`config.mk`:
```
export PLATFORM = sky130hd
export DESIGN_NAME = alu_arbiter
export DESIGN_NICKNAME = d
export VERILOG_FILES = /design/src/rtl/alu_arbiter_pkg.sv /design/src/rtl/alu_arbiter_rr_grant.sv /design/src/rtl/alu_arbiter.sv
export SDC_FILE = /design/constraint.sdc
export NUM_CORES = 1
export LEC_CHECK = 0
export CORE_MARGIN = 1
export CORE_UTILIZATION = 40
export DETAILED_ROUTE_END_ITERATION = 6
export GPL_TIMING_DRIVEN = 0
export PLACE_DENSITY = 0.79
export SKIP_LAST_GASP = 1
export SYNTH_ARGS = -nofsm -noshare
export SYNTH_HDL_FRONTEND = slang
export SYNTH_SLANG_ARGS = --single-unit
```
`constraint.sdc`:
```
create_clock -name Clk -period 2.27 [get_ports Clk]
set_input_delay 0.227 -clock Clk [delete_from_list [all_inputs] [get_ports Clk]]
set_output_delay 0.227 -clock Clk [all_outputs]
set_load 0.03 [all_outputs]
```
`src/rtl/alu_arbiter_pkg.sv`:
```
// Shared definitions for the two-requester ALU arbiter: opcodes, FSM encodings
// and the carry-qualification helper used by the response path.
package alu_arbiter_pkg;

  typedef logic [1:0] aluOp_t;
  typedef logic [1:0] arbState_t;

  localparam aluOp_t OP_ADD = 2'b00;
  localparam aluOp_t OP_SUB = 2'b01;
  localparam aluOp_t OP_CMP = 2'b10;
  localparam aluOp_t OP_AND = 2'b11;

  localparam arbState_t ST_IDLE = 2'b00;
  localparam arbState_t ST_EXEC = 2'b01;
  localparam arbState_t ST_HOLD = 2'b10;

  // Only the arithmetic ops produce a meaningful carry-out.
  function automatic logic opKeepsCarry(input aluOp_t op);
    logic keep;
    case (op)
      OP_ADD:  keep = 1'b1;
      OP_SUB:  keep = 1'b1;
      OP_CMP:  keep = 1'b0;
      OP_AND:  keep = 1'b0;
      default: keep = 1'b0;
    endcase
    return keep;
  endfunction

endpackage

```
`src/rtl/alu_arbiter_rr_grant.sv`:
```
// Two-requester round-robin grant; the pointer names the requester favoured
// when both are asking and flips to the loser after every grant.
module alu_rr_grant (
  input  logic clk,
  input  logic rst,
  input  logic enable,
  input  logic req0,
  input  logic req1,
  output logic gnt0,
  output logic gnt1
);

  logic ptrR;

  // Contention resolved by the pointer; a lone requester always wins.
  always_comb begin
    gnt0 = 1'b0;
    gnt1 = 1'b0;
    if (enable) begin
      if (req0 && req1) begin
        gnt0 = ~ptrR;
        gnt1 = ptrR;
      end else begin
        gnt0 = req0;
        gnt1 = req1;
      end
    end else begin
      gnt0 = 1'b0;
      gnt1 = 1'b0;
    end
  end

  // Pointer moves to the requester that was not granted.
  always_ff @(posedge clk or posedge rst) begin
    if (rst) begin
      ptrR <= 1'b0;
    end else if (gnt0) begin
      ptrR <= 1'b1;
    end else if (gnt1) begin
      ptrR <= 1'b0;
    end else begin
      ptrR <= ptrR;
    end
  end

endmodule

```
`src/rtl/alu_arbiter.sv`:
```
// Shares one 4-bit ALU between two requesters: grant in IDLE, drive the ALU for
// one EXEC cycle, then hold the captured response in HOLD until it is taken.
module alu_arbiter
  import alu_arbiter_pkg::*;
#(
  parameter int WIDTH = 4
) (
  input  logic             Clk,
  input  logic             Reset,
  input  logic             Req0Valid,
  output logic             Req0Ready,
  input  logic [1:0]       Req0Op,
  input  logic [WIDTH-1:0] Req0A,
  input  logic [WIDTH-1:0] Req0B,
  input  logic             Req1Valid,
  output logic             Req1Ready,
  input  logic [1:0]       Req1Op,
  input  logic [WIDTH-1:0] Req1A,
  input  logic [WIDTH-1:0] Req1B,
  output logic [WIDTH-1:0] AluA,
  output logic [WIDTH-1:0] AluB,
  output logic [1:0]       AluS,
  input  logic [WIDTH-1:0] AluOut,
  input  logic             AluCarry,
  output logic             RspValid,
  input  logic             RspReady,
  output logic             RspId,
  output logic [WIDTH-1:0] RspData,
  output logic             RspCarry,
  output logic             Busy
);

  arbState_t        stateR;
  aluOp_t           opR;
  logic [WIDTH-1:0] aR;
  logic [WIDTH-1:0] bR;
  logic             idR;
  logic             rspValidR;
  logic             rspIdR;
  logic [WIDTH-1:0] rspDataR;
  logic             rspCarryR;
  logic             gnt0;
  logic             gnt1;
  logic             isIdle;

  assign isIdle = (stateR == ST_IDLE);

  alu_rr_grant uGrant (
    .clk    (Clk),
    .rst    (Reset),
    .enable (isIdle),
    .req0   (Req0Valid),
    .req1   (Req1Valid),
    .gnt0   (gnt0),
    .gnt1   (gnt1)
  );

  // FSM sequencing: IDLE -> EXEC on a grant, EXEC -> HOLD always, HOLD -> IDLE on RspReady.
  always_ff @(posedge Clk or posedge Reset) begin
    if (Reset) begin
      stateR <= ST_IDLE;
    end else begin
      case (stateR)
        ST_IDLE: stateR <= (gnt0 || gnt1) ? ST_EXEC : ST_IDLE;
        ST_EXEC: stateR <= ST_HOLD;
        ST_HOLD: stateR <= RspReady ? ST_IDLE : ST_HOLD;
        default: stateR <= ST_IDLE;
      endcase
    end
  end

  // Latch the winning requester's operation at the grant edge.
  always_ff @(posedge Clk or posedge Reset) begin
    if (Reset) begin
      opR <= OP_ADD;
      aR  <= {WIDTH{1'b0}};
      bR  <= {WIDTH{1'b0}};
      idR <= 1'b0;
    end else if (isIdle && gnt1) begin
      opR <= Req1Op;
      aR  <= Req1A;
      bR  <= Req1B;
      idR <= 1'b1;
    end else if (isIdle && gnt0) begin
      opR <= Req0Op;
      aR  <= Req0A;
      bR  <= Req0B;
      idR <= 1'b0;
    end else begin
      opR <= opR;
      aR  <= aR;
      bR  <= bR;
      idR <= idR;
    end
  end

  // Capture the ALU result at the end of EXEC; release it on the consumer handshake.
  always_ff @(posedge Clk or posedge Reset) begin
    if (Reset) begin
      rspValidR <= 1'b0;
      rspIdR    <= 1'b0;
      rspDataR  <= {WIDTH{1'b0}};
      rspCarryR <= 1'b0;
    end else if (stateR == ST_EXEC) begin
      rspValidR <= 1'b1;
      rspIdR    <= idR;
      rspDataR  <= AluOut;
      rspCarryR <= opKeepsCarry(opR) ? AluCarry : 1'b0;
    end else if ((stateR == ST_HOLD) && RspReady) begin
      rspValidR <= 1'b0;
    end else begin
      rspValidR <= rspValidR;
    end
  end

  // The shared ALU only sees operands during the single EXEC cycle.
  always_comb begin
    if (stateR == ST_EXEC) begin
      AluA = aR;
      AluB = bR;
      AluS = opR;
    end else begin
      AluA = {WIDTH{1'b0}};
      AluB = {WIDTH{1'b0}};
      AluS = 2'b00;
    end
  end

  assign Req0Ready = gnt0;
  assign Req1Ready = gnt1;
  assign RspValid  = rspValidR;
  assign RspId     = rspIdR;
  assign RspData   = rspDataR;
  assign RspCarry  = rspCarryR;
  assign Busy      = ~isIdle;

endmodule

```
==> run summary <==
Status - finished, final reports clean
Critical Path RT - 2040 ps
Most common cell in the synthesized netlist - dfrtp_1
Largest net degree at the start of global routing - 22
CTS Hold Bufs - 0
Die Ht - 53.2 um
Wire per inst - 13.4 um
Core Area - 0.00248 sq mm
Synth area leaders - dfrtp_1, o311ai_1, and2_1
Synthesized cell area - 0.00105 sq mm
Least-Margin Pin Slew - 766 ps
First-pass GRT wire length - 4040 um
Proportion of layout cells with a drive suffix above 1 - 10.0%
Fill cells - 219
Register area share after synthesis - 50.1%
Rows - 18
Area fraction of the dominant cell type after synthesis - 50.1%
Ys flop type - dfrtp_1
Initial antenna violation count - 0
Final Setup Violations - 0
Crit path cell chain - nor2b_1 -> buf_2 -> and2_1 -> clkdlybuf4s50_1
CP endpoint kind - primary output
Warnings, synthesis - 0
# DRC - 0
VDD IR-drop max - 769 uV
Gr usage total - 20.5%
CTS sink cnt - 21
Area growth syn-to-layout - 52.3%
Area leader, netlist - dfrtp_1
Initial Utilization - 42.4%
Worst path arrival time - 1920 ps
Vias/cell - 5.18
IO Count - 50
Total of max-cap violations - 0
Clk slew on worst S/H paths - 110 ps
CTS H-Tree Depth - 1
Clock root buffer - clkbuf_4
CP peak stage delay - 660 ps
Syn_area_per_cell - 9.81 sq um
Initial DRC count - 11
GP Congestion - 0.749
HP Class - input port to asynchronous set/reset pin
PwrDens - 1280 mW/mm^2
Setup CP Type - flop to primary output
Critical Path Start Type - flop
Rel. slew slack - 48.9%
Achievable Freq - 0.466 GHz
HPWL Detailed - 1950 um
First drt pass iteration count - 4
Chip Width - 53.2 um
EDFF count, synth - 0
TNS Setup - 0 ps
Commonest cells in the netlist - dfrtp_1, inv_1, o21ai_0
Minimum clock period - 2150 ps
WL final - 2560 um
Worst Clk Skew - 2.56 ps
Unrepaired setup endpoints after global routing - false
Mapped Nets - 137
Cells after Synth - 107
Ratio of final minimum period to clock period - 94.6%
Max Buffers Root-to-Sink - 2
Worst path slowest cell - clkdlybuf4s50_1
Final ANT Viol Nets - 0
Worst-Skew Late Latency - 310 ps
TritonCTS clock tree - done
Clock buffer count from CTS - 3
Buf/Inv on CP - 2
Nets - 191
Full die area - 0.00283 sq mm
Vias in the first global route - 914
Number of synthesized register bits - 21
Port buffer count - 49
Final hold violations - 0
CP Max Fanout - 9
Async set-reset flop share out of synthesis - 100%
Leak pwr - 0.750 nW
Max Transition Viols Final - 0
CP top delay family - buffers and inverters
Total power - 0.00204 W
Total grt overflow - 0
Post-synthesis cell type count - 22
Ant. Diodes - 0
Vias post-DR - 984
==> report_power, final <==
group	total (W)	internal [W]	switching [W]
clock network	0.000179	0.0000659	0.000114
registers	0.000664	0.000563	0.000101
logic	0.00120	0.000509	0.000686
total	0.00204	0.00114	0.000901
==> what timing repair did <==
| action | in CTS | in global routing |
|---|---|---|
| setup buffers | 0 | 0 |
| gates resized for setup | 11 | 2 |
| endpoints found under the setup margin | 10 | 2 |
==> worst paths after layout <==
kind / startpoint / slack [ps] / cells after the start / end
min reg2reg: idR / 490 / 1 / idR
max in group asynchronous: Reset / 1440 / 2 / idR
min in group Clk: Req0A[1] / 490 / 3 / aR[1]
min: Reset / 350 / 2 / stateR[0]
max: stateR[1] / 120 / 4 / AluA[3]
max reg2reg: stateR[1] / 880 / 5 / bR[2]
==> cell usage in the layout, fill, tap and decap left out, drive strengths merged, types with 2 or more instances in the layout <==
| master | count |
|---|---|
| and2 | 10 |
| clkdlybuf4s50 | 37 |
| a31oi | 2 |
| clkbuf | 7 |
| mux2 | 5 |
| buf | 4 |
| o311ai | 10 |
| dfrtp | 21 |
| inv | 16 |
| o21ai | 13 |
| a21oi | 2 |
| dlymetal6s2s | 2 |
| nand4 | 10 |
| dlygate4sd2 | 10 |
| nor2 | 3 |
==> sequential cells by signal, indices dropped and copies added, names as in the netlist, 2 cells and up <==
name and cells:
RspData 4, aR 4, bR 4, opR 2
stateR 2
==> routing by layer <==
layer  up-vias  wire [um]  track usage, %
li1        487          -               -
met1       459       1100            24.2
met2        34       1290            35.6
met3         4        147            3.45
met4         0         23            9.21
met5         -          0               0
==> through the flow <==
step / setup slack (ps) / instances / hold slack [ps] / cell area, sq um / util, %
2_1_floorplan: 747 / 107 / 204 / 1050 / -
3_3_place_gp: 130 / 186 / 460 / 1580 / 63.7
3_5_place_dp: 92.0 / 186 / 469 / 1580 / 63.7
4_1_cts: 21.4 / 190 / 363 / 1590 / 64.3
5_1_grt: 22.8 / 190 / 412 / 1600 / 64.5
6_report: 122 / 190 / 348 / 1600 / 64.5
==> kinds of logic after synthesis <==
family          count (synthesis)  synth area share, %
flops                          21                 50.1
buf+inv                        24                 9.65
simple gates                   29                 17.5
compound gates                 28                 17.4
mux                             5                 5.36
==> final cells by class <==
type | count | area (sq um) | share of cell area (%)
Tap cell | 30 | 37.5 | 2.35
Multi-Input combinational cell | 62 | 423 | 26.4
Clock inverter | 1 | 5.00 | 0.313
Sequential cell | 21 | 526 | 32.9
Inverter | 16 | 60.1 | 3.76
Buffer | 8 | 42.5 | 2.66
Clock buffer | 3 | 22.5 | 1.41
Timing Repair Buffer | 49 | 483 | 30.2
==> worst reg2reg max path, stage by stage, from the launching register on <==
cell and delay [ps]:
dfrtp_1 460, nor2_4 180, inv_1 80, clkbuf_1 220
o21ai_0 220, o311ai_1 120
(Power assumes the default switching activity.)
